--- config.mk ---
export PLATFORM = sky130hd
export DESIGN_NAME = retire_commit
export DESIGN_NICKNAME = d
export VERILOG_FILES = /design/src/rtl/retire_commit.sv
export SDC_FILE = /design/constraint.sdc
export NUM_CORES = 1
export LEC_CHECK = 0
export BUFFER_PORTS_ARGS = -buffer_cell sky130_fd_sc_hd__buf_2
export CAP_MARGIN = 20
export CORE_MARGIN = 3
export CORE_UTILIZATION = 42
export CTS_BUF_LIST = sky130_fd_sc_hd__clkbuf_4 sky130_fd_sc_hd__clkbuf_8
export CTS_CLUSTER_SIZE = 8
export DETAILED_ROUTE_END_ITERATION = 8
export GPL_ROUTABILITY_DRIVEN = 0
export GPL_TIMING_DRIVEN = 0
export HOLD_SLACK_MARGIN = 0.1
export PLACE_DENSITY = 0.64
export RECOVER_POWER = 25
export SETUP_SLACK_MARGIN = 0.02
export SLEW_MARGIN = 10
export SYNTH_ARGS = -nofsm -noshare
export SYNTH_HDL_FRONTEND = slang
export SYNTH_SLANG_ARGS = --single-unit
--- constraint.sdc ---
create_clock -name clk -period 8.3 [get_ports clk]
set_input_delay 0.83 -clock clk [delete_from_list [all_inputs] [get_ports clk]]
set_output_delay 0.83 -clock clk [all_outputs]
set_load 0.01 [all_outputs]
--- src/rtl/retire_commit.sv ---
// In-order retire stage: circular reorder buffer that commits completed head entries to the ARF.
// Define RETIRE_DUAL_EN to retire up to two entries per cycle; otherwise at most one.
module retire_commit #(
  parameter int AR_SIZE   = 6,
  parameter int ROB_DEPTH = 16,
  parameter int TAG_W     = 4
) (
  input  logic               clk,
  input  logic               rst,
  input  logic               alloc_valid,
  input  logic [AR_SIZE-1:0] alloc_dest,
  output logic               alloc_ready,
  output logic [TAG_W-1:0]   alloc_tag,
  input  logic               cmpl_valid,
  input  logic [TAG_W-1:0]   cmpl_tag,
  input  logic [31:0]        cmpl_data,
  input  logic               flush,
  output logic               write_en,
  output logic [AR_SIZE-1:0] write_addr1,
  output logic [31:0]        write_data1,
  output logic [AR_SIZE-1:0] write_addr2,
  output logic [31:0]        write_data2,
  output logic [1:0]         retire_count,
  output logic               empty
);

  logic [ROB_DEPTH-1:0] r_valid;
  logic [ROB_DEPTH-1:0] r_done;
  logic [AR_SIZE-1:0]   r_dest [ROB_DEPTH];
  logic [31:0]          r_data [ROB_DEPTH];
  logic [TAG_W-1:0]     r_head;
  logic [TAG_W-1:0]     r_tail;
  logic [TAG_W:0]       r_count;

  logic                 r_write_en;
  logic [AR_SIZE-1:0]   r_waddr1;
  logic [31:0]          r_wdata1;
  logic [AR_SIZE-1:0]   r_waddr2;
  logic [31:0]          r_wdata2;
  logic [1:0]           r_ret_cnt;

  logic                 w_alloc;
  logic                 w_ret1;
  logic                 w_ret2;
  logic [1:0]           w_ret_n;
  logic                 w_cmpl_hit;

`ifdef RETIRE_DUAL_EN
  logic [TAG_W-1:0]     w_head1;
  assign w_head1 = r_head + 1'b1;
  // Second slot only ever retires behind the head, preserving program order.
  assign w_ret2  = w_ret1 && r_valid[w_head1] && r_done[w_head1];
`else
  assign w_ret2  = 1'b0;
`endif

  assign alloc_ready = (r_count < (TAG_W+1)'(ROB_DEPTH));
  assign alloc_tag   = r_tail;
  assign empty       = (r_count == '0);
  assign w_alloc     = alloc_valid && alloc_ready;
  assign w_ret1      = r_valid[r_head] && r_done[r_head];
  assign w_ret_n     = {w_ret2, w_ret1 && !w_ret2};
  assign w_cmpl_hit  = cmpl_valid && r_valid[cmpl_tag];

  assign write_en     = r_write_en;
  assign write_addr1  = r_waddr1;
  assign write_data1  = r_wdata1;
  assign write_addr2  = r_waddr2;
  assign write_data2  = r_wdata2;
  assign retire_count = r_ret_cnt;

  always_ff @(posedge clk or posedge rst) begin
    if (rst) begin
      r_valid    <= '0;
      r_done     <= '0;
      r_head     <= '0;
      r_tail     <= '0;
      r_count    <= '0;
      r_write_en <= 1'b0;
      r_waddr1   <= '0;
      r_wdata1   <= '0;
      r_waddr2   <= '0;
      r_wdata2   <= '0;
      r_ret_cnt  <= '0;
    end else if (flush) begin
      r_valid    <= '0;
      r_done     <= '0;
      r_head     <= '0;
      r_tail     <= '0;
      r_count    <= '0;
      r_write_en <= 1'b0;
      r_waddr1   <= '0;
      r_wdata1   <= '0;
      r_waddr2   <= '0;
      r_wdata2   <= '0;
      r_ret_cnt  <= '0;
    end else begin
      // Later assignments win: retire clears an entry completed in the same cycle,
      // and allocation targets the tail slot, which is never valid when allocating.
      if (w_cmpl_hit) r_done[cmpl_tag] <= 1'b1;
      if (w_ret1) begin
        r_valid[r_head] <= 1'b0;
        r_done[r_head]  <= 1'b0;
      end
`ifdef RETIRE_DUAL_EN
      if (w_ret2) begin
        r_valid[w_head1] <= 1'b0;
        r_done[w_head1]  <= 1'b0;
      end
`endif
      if (w_alloc) begin
        r_valid[r_tail] <= 1'b1;
        r_done[r_tail]  <= 1'b0;
        r_tail          <= r_tail + 1'b1;
      end
      r_head  <= r_head + TAG_W'(w_ret_n);
      r_count <= r_count + (TAG_W+1)'(w_alloc) - (TAG_W+1)'(w_ret_n);

      r_write_en <= w_ret1;
      r_waddr1   <= w_ret1 ? r_dest[r_head] : '0;
      r_wdata1   <= w_ret1 ? r_data[r_head] : '0;
`ifdef RETIRE_DUAL_EN
      r_waddr2   <= w_ret2 ? r_dest[w_head1] : '0;
      r_wdata2   <= w_ret2 ? r_data[w_head1] : '0;
`else
      r_waddr2   <= '0;
      r_wdata2   <= '0;
`endif
      r_ret_cnt  <= w_ret_n;
    end
  end

  // Payload storage carries no reset; the valid/done bits qualify it.
  always_ff @(posedge clk) begin
    if (!flush) begin
      if (w_cmpl_hit) r_data[cmpl_tag] <= cmpl_data;
      if (w_alloc)    r_dest[r_tail]   <= alloc_dest;
    end
  end

endmodule

[Word-level counts from Yosys, hierarchy flattened]
Memories as Yosys holds them, arrays and structs flattened.
Index checks and enable logic that the tools add are counted.
Cells by class
  add/sub/neg operators: 4
  $lt $le $gt $ge: 7
  multiplexer cells: 38
  bitwise gates (word level): 7
  reductions and logical operators: 8
Operators by type and width (number)
  $mux 16: 10
  $mux 32: 2
  $and 16x16->16: 3
  $not 16->16: 2
  $or 16x16->16: 2
  $lt 4x5->1 const B: 3
  $mux 1: 14
  $bmux 1 s4: 3
  $demux 1 s4: 3
  $ge 4x1->1 const B: 3
  $mux 4: 3
  $mux 6: 2
  $logic_and 1x1->1: 6
  $add 5x1->5: 1
  $logic_not 5->1: 1
  $lt 5x5->1 const B: 1
  $mux 5: 1
  $sub 5x1->5: 1
  $add 4x1->4: 1
  $add 4x1->4 const B: 1
  $reduce_bool 2->1: 1
Storage, ports and cells
  register bits after elaboration: 86
  memory bits (writable): 608
  bits of input ports: 47
  memories kept: 2
Memory list
  r_data: words 16, bits a word 32, rd ports 1, clocked after Yosys merged registers in 0, wr ports 1, line 30  | logic [31:0] r_data [ROB_DEPTH];
  r_dest: words 16, bits a word 6, rd ports 1, clocked after Yosys merged registers in 0, wr ports 1, line 29  | logic [AR_SIZE-1:0] r_dest [ROB_DEPTH];

[Depth between registers and ports, before layout]
  word-level depth: 13
  gate-level depth with buffers: 16

[Worst setup path before layout]
Ideal clock, no wire load.
  path kind: input -> register
  start point: in cmpl_tag[1]
  end point: mem r_data[10][0], enable pin
  arrival time: 3.860 ns
  path slack: 3.979 ns
  stages: 5
  path buffers: 2
  cells stage by stage: clkbuf_1 -> nand2_1 -> or2_2 -> clkbuf_1 -> nor3_1
On the way
  cells in the longest elaborated chain, start to end: 6
Ends and longest elaborated chain
  start: declaration: line 15  | input logic [TAG_W-1:0] cmpl_tag,
  $bmux 1 s4: line 63  | assign w_cmpl_hit = cmpl_valid && r_valid[cmpl_tag];
  $mux 1 (implied by the code): line 63
  $logic_and 1x1->1: line 63
  $mux 1: line 136  | if (w_cmpl_hit) r_data[cmpl_tag] <= cmpl_data;
  $mux 1: line 135  | if (!flush) begin
  $mux 1 (implied by the code): line 136
  end: declaration: line 30
Parallel ways exist; a longest one is shown, timed or not. The select of a mux whose other input is x is not followed.

[Final worst setup path]
  start point: reg r_head[0]
  end point: reg r_count[4]
On the way
  cells in the longest elaborated chain, start to end: 5
Ends and longest elaborated chain
  start: declaration: line 31  | logic [TAG_W-1:0] r_head;
  start signal: assignment: line 116  | r_head <= r_head + TAG_W'(w_ret_n);
  $bmux 1 s4: line 61  | assign w_ret1 = r_valid[r_head] && r_done[r_head];
  $mux 1 (implied by the code): line 61
  $logic_and 1x1->1 *: line 61
  $sub 5x1->5 *: line 117  | r_count <= r_count + (TAG_W+1)'(w_alloc) - (TAG_W+1)'(w_ret_n);
  $mux 5 *: line 85  | end else if (flush) begin
  end signal: assignment: line 117
  end: declaration: line 33  | logic [TAG_W:0] r_count;
Every way passes the cells marked *; elsewhere a longest branch is shown, timed or not. The select of a mux whose other input is x is not followed.
A chain may end at the register's enable or synchronous reset.

==> summary.md <==
| Metric | Value |
|---|---|
| Worst-Margin Slew | `1040 ps` |
| RSZ-0062 raised after global routing | `no` |
| Initial antenna violation count | `5` |
| Layout Skew | `31.2 ps` |
| GRT Overall Usage | `19.7%` |
| Top_reg_cell synth | `edfxtp_1` |
| Ys Warns | `0` |
| Final antenna-violating net count | `0` |
| Slowest cell on crit path | `fa_1` |
| Clock sinks | `692` |
| H-tree Lvls | `3` |
| Row count | `93` |
| Initial DRC Count | `1506` |
| Worst-path clk slew | `60 ps` |
| Achievable Freq | `290 MHz` |
| Max-cap viol count | `0` |
| Sequential element share of the synthesized area | `73.6%` |
| Tightest Hold Check Type | `in -> async` |
| Area growth from synthesis to layout | `16.4%` |
| Setup_tns | `0 ps` |
| Core ar. | `0.0648 mm^2` |
| Yosys reg bits | `692` |
| Wire per inst | `26.1 um` |
| Port Buffers | `91` |
| CTS tree | `built` |
| Post-layout util | `49.7%` |
| Tmin final | `3450 ps` |
| WP data required | `8840 ps` |
| Clock Latency Late Sink | `700 ps` |
| Maximum VDD drop | `0.000115 V` |
| Vias in the first global route | `15100` |
| Register-to-Register Path Depth | `15` |
| Total number of vias | `14600` |
| Outcome | `complete, no violations` |
| Asr flop ratio synth | `12.1%` |
| Die Width | `263 um` |
| Avg Cell Area, Syn | `20.4 um^2` |
| Critical R2R Capture | `r_count[4]` |
| Syn Std Cell Area | `0.0277 mm^2` |
| Leak Pwr | `10.9 nW` |
| Ports | `132` |
| Critical path class | `reg -> reg` |
| RR Startpoint | `r_head[0]` |
| Initial Util | `42.7%` |
| First-pass GRT wire length | `100000 um` |
| Post-CTS Resized | `0` |
| Die Area | `0.0690 mm^2` |
| Final HPWL DP | `46000 um` |
| CP Launch Type | `register` |
| Cell Pwr Density | `219 mW/mm^2` |
| Total Nets Final | `1704` |
| Crit path DAT | `3990 ps` |
| Share of cells above drive strength 1 | `35.9%` |
| CP max stage delay | `410 ps` |
| Hold bufs inserted after CTS | `0` |
| Fillers | `5246` |
| Total gr overflow | `0` |
| Final period util | `41.6%` |
| CTS Buf Count | `110` |
| Final Hold Viols | `0` |
| Synth Instances | `1357` |
| CP Launch Point | `r_head[0]` |
| Number of library cell types mapped by synthesis | `53` |
| Post-synth EDFFs | `608` |
| Reg2Reg Setup Slack | `4850 ps` |
| Largest net degree at the start of global routing | `50` |
| Max-slew violation count | `0` |
| CP max FO | `10` |
| Cells along the critical path | `buf_6 > buf_6 > nor2_1 > a221o_1 > or2_2 > o22ai_1 > ha_1 > inv_1 > ha_1 > inv_1 > fa_1 > nor2b_1 > o21bai_1 > a21oi_1 > nor3b_1` |
| Vert. Die Dim | `263 um` |
| Setup Fix Bufs, Post-CTS | `0` |
| Critical Path Sink Type | `register` |
| Largest delay share family, worst path | `compound AO/OA/AOI/OAI gates` |
| Final Setup Violations | `0` |
| DRC | `0` |
| CTS root buffer | `clkbuf_8` |
| Max clock buf depth | `3` |
| Slew headroom | `30.9%` |
| DR vias/cell | `5.63` |
| Worst path bufs/invs | `4` |
| Detailed-router iteration count before antenna repair | `5` |
| Routed WL | `67600 um` |
## per-layer routing
metal	GRT usage (%)	vias up	wire [um]
met4	7.21	6	2200
met5	0	-	35
met1	25.8	7596	27000
met2	32.3	691	32900
met3	4.76	149	5450
li1	-	6137	-
## sequential cells by signal, indices dropped and copies added, names as in the netlist
register	flops
write_data1	32
r_dest	96
r_data	512
write_addr1	6
write_en	1
alloc_tag	4
r_head	4
r_count	5
r_done	16
r_valid	16
## where the power goes
part           switching (mW)  internal (mW)  total (mW)  leakage, nW
clock                    1.30           1.66        2.96         1.21
sequential             0.0169           3.81        3.83         6.63
combinational           0.170         0.0866       0.257         3.05
## layout by cell type, fill, tap and decap left out, types with 12 or more instances in the layout
cell type / n
mux2i_1: 12
conb_1: 39
nor2b_1: 15
mux4_2: 160
inv_1: 12
edfxtp_1: 608
clkbuf_8: 123
clkbuf_1: 54
buf_4: 70
a21oi_1: 15
a211oi_1: 38
ha_1: 12
buf_6: 24
nand2_1: 19
a22o_1: 39
clkbuf_4: 56
nor2_1: 37
a221oi_2: 37
buf_2: 99
dfrtp_1: 84
## metrics by stage
stage	cells	cell area, um^2	power, mW	hold WS (ps)	setup WS, ps
finish	2591	32200	7.04	243	4850
global route	2591	32200	7.30	273	4620
CTS	2586	32200	7.10	219	4840
detailed placement	2384	29900	4.15	528	4800
global placement	2341	29300	4.14	511	407
floorplan	1395	27800	4.04	483	3980
## synth_stat cells, types with 4 or more instances
library cell	number	area (um^2)
nand3_1	11	55.1
nand2b_1	9	56.3
clkbuf_1	24	90.1
dfrtp_1	84	2100
nor4_1	8	50.1
edfxtp_1	608	18300
a22o_1	39	342
a21o_1	9	67.6
buf_6	16	180
a31oi_1	4	25.0
ha_1	12	150
mux2i_1	12	120
buf_1	6	22.5
inv_1	13	48.8
or2_2	5	31.3
nor2_1	45	169
and2_1	11	68.8
nor2b_1	15	93.8
a221oi_2	37	556
o211a_1	6	60.1
o21bai_1	4	30.0
xor2_1	4	35.0
buf_2	35	175
mux4_2	160	3600
buf_4	46	345
a211oi_1	38	285
a21oi_1	15	75.1
nand4_1	5	31.3
nor3_1	14	70.1
nand2_1	19	71.3
## worst max-delay path by stage
stage | endpoint | slack [ps] | depth (start not counted)
floorplan | r_data[10][0] | 3980 | 5
global placement | r_data[2][21] | 410 | 6
detailed placement | r_data[0][21] | 4800 | 6
CTS | r_count[4] | 4840 | 15
global route | r_count[4] | 4620 | 15
finish | r_count[4] | 4850 | 15
## logic make-up (layout without fill, tap and decap cells)
group | after synthesis | count (layout) | share of synthesized area (%)
other | 1 | 41 | 0.0136
xor gates and xnor gates | 7 | 7 | 0.222
and+or+nand+nor | 154 | 154 | 2.88
DFF | 692 | 692 | 73.6
muxes | 175 | 175 | 13.6
AOI/OAI and AO/OA | 175 | 175 | 5.97
adders and majority gates | 13 | 13 | 0.615
buffers and inverters | 140 | 479 | 3.12
## layout make-up
class	count	area (um^2)	area share [%]
sequential	692	20400	63.2
multi-input combinational	563	6690	20.8
clock buffer	179	2110	6.56
tap	855	1070	3.32
timing repair buffer	137	936	2.91
buffer	127	813	2.52
clock inverter	23	170	0.528
inverter	13	51.3	0.159
antenna	2	5.00	0.0155
Power figures use the tool's default switching activity.
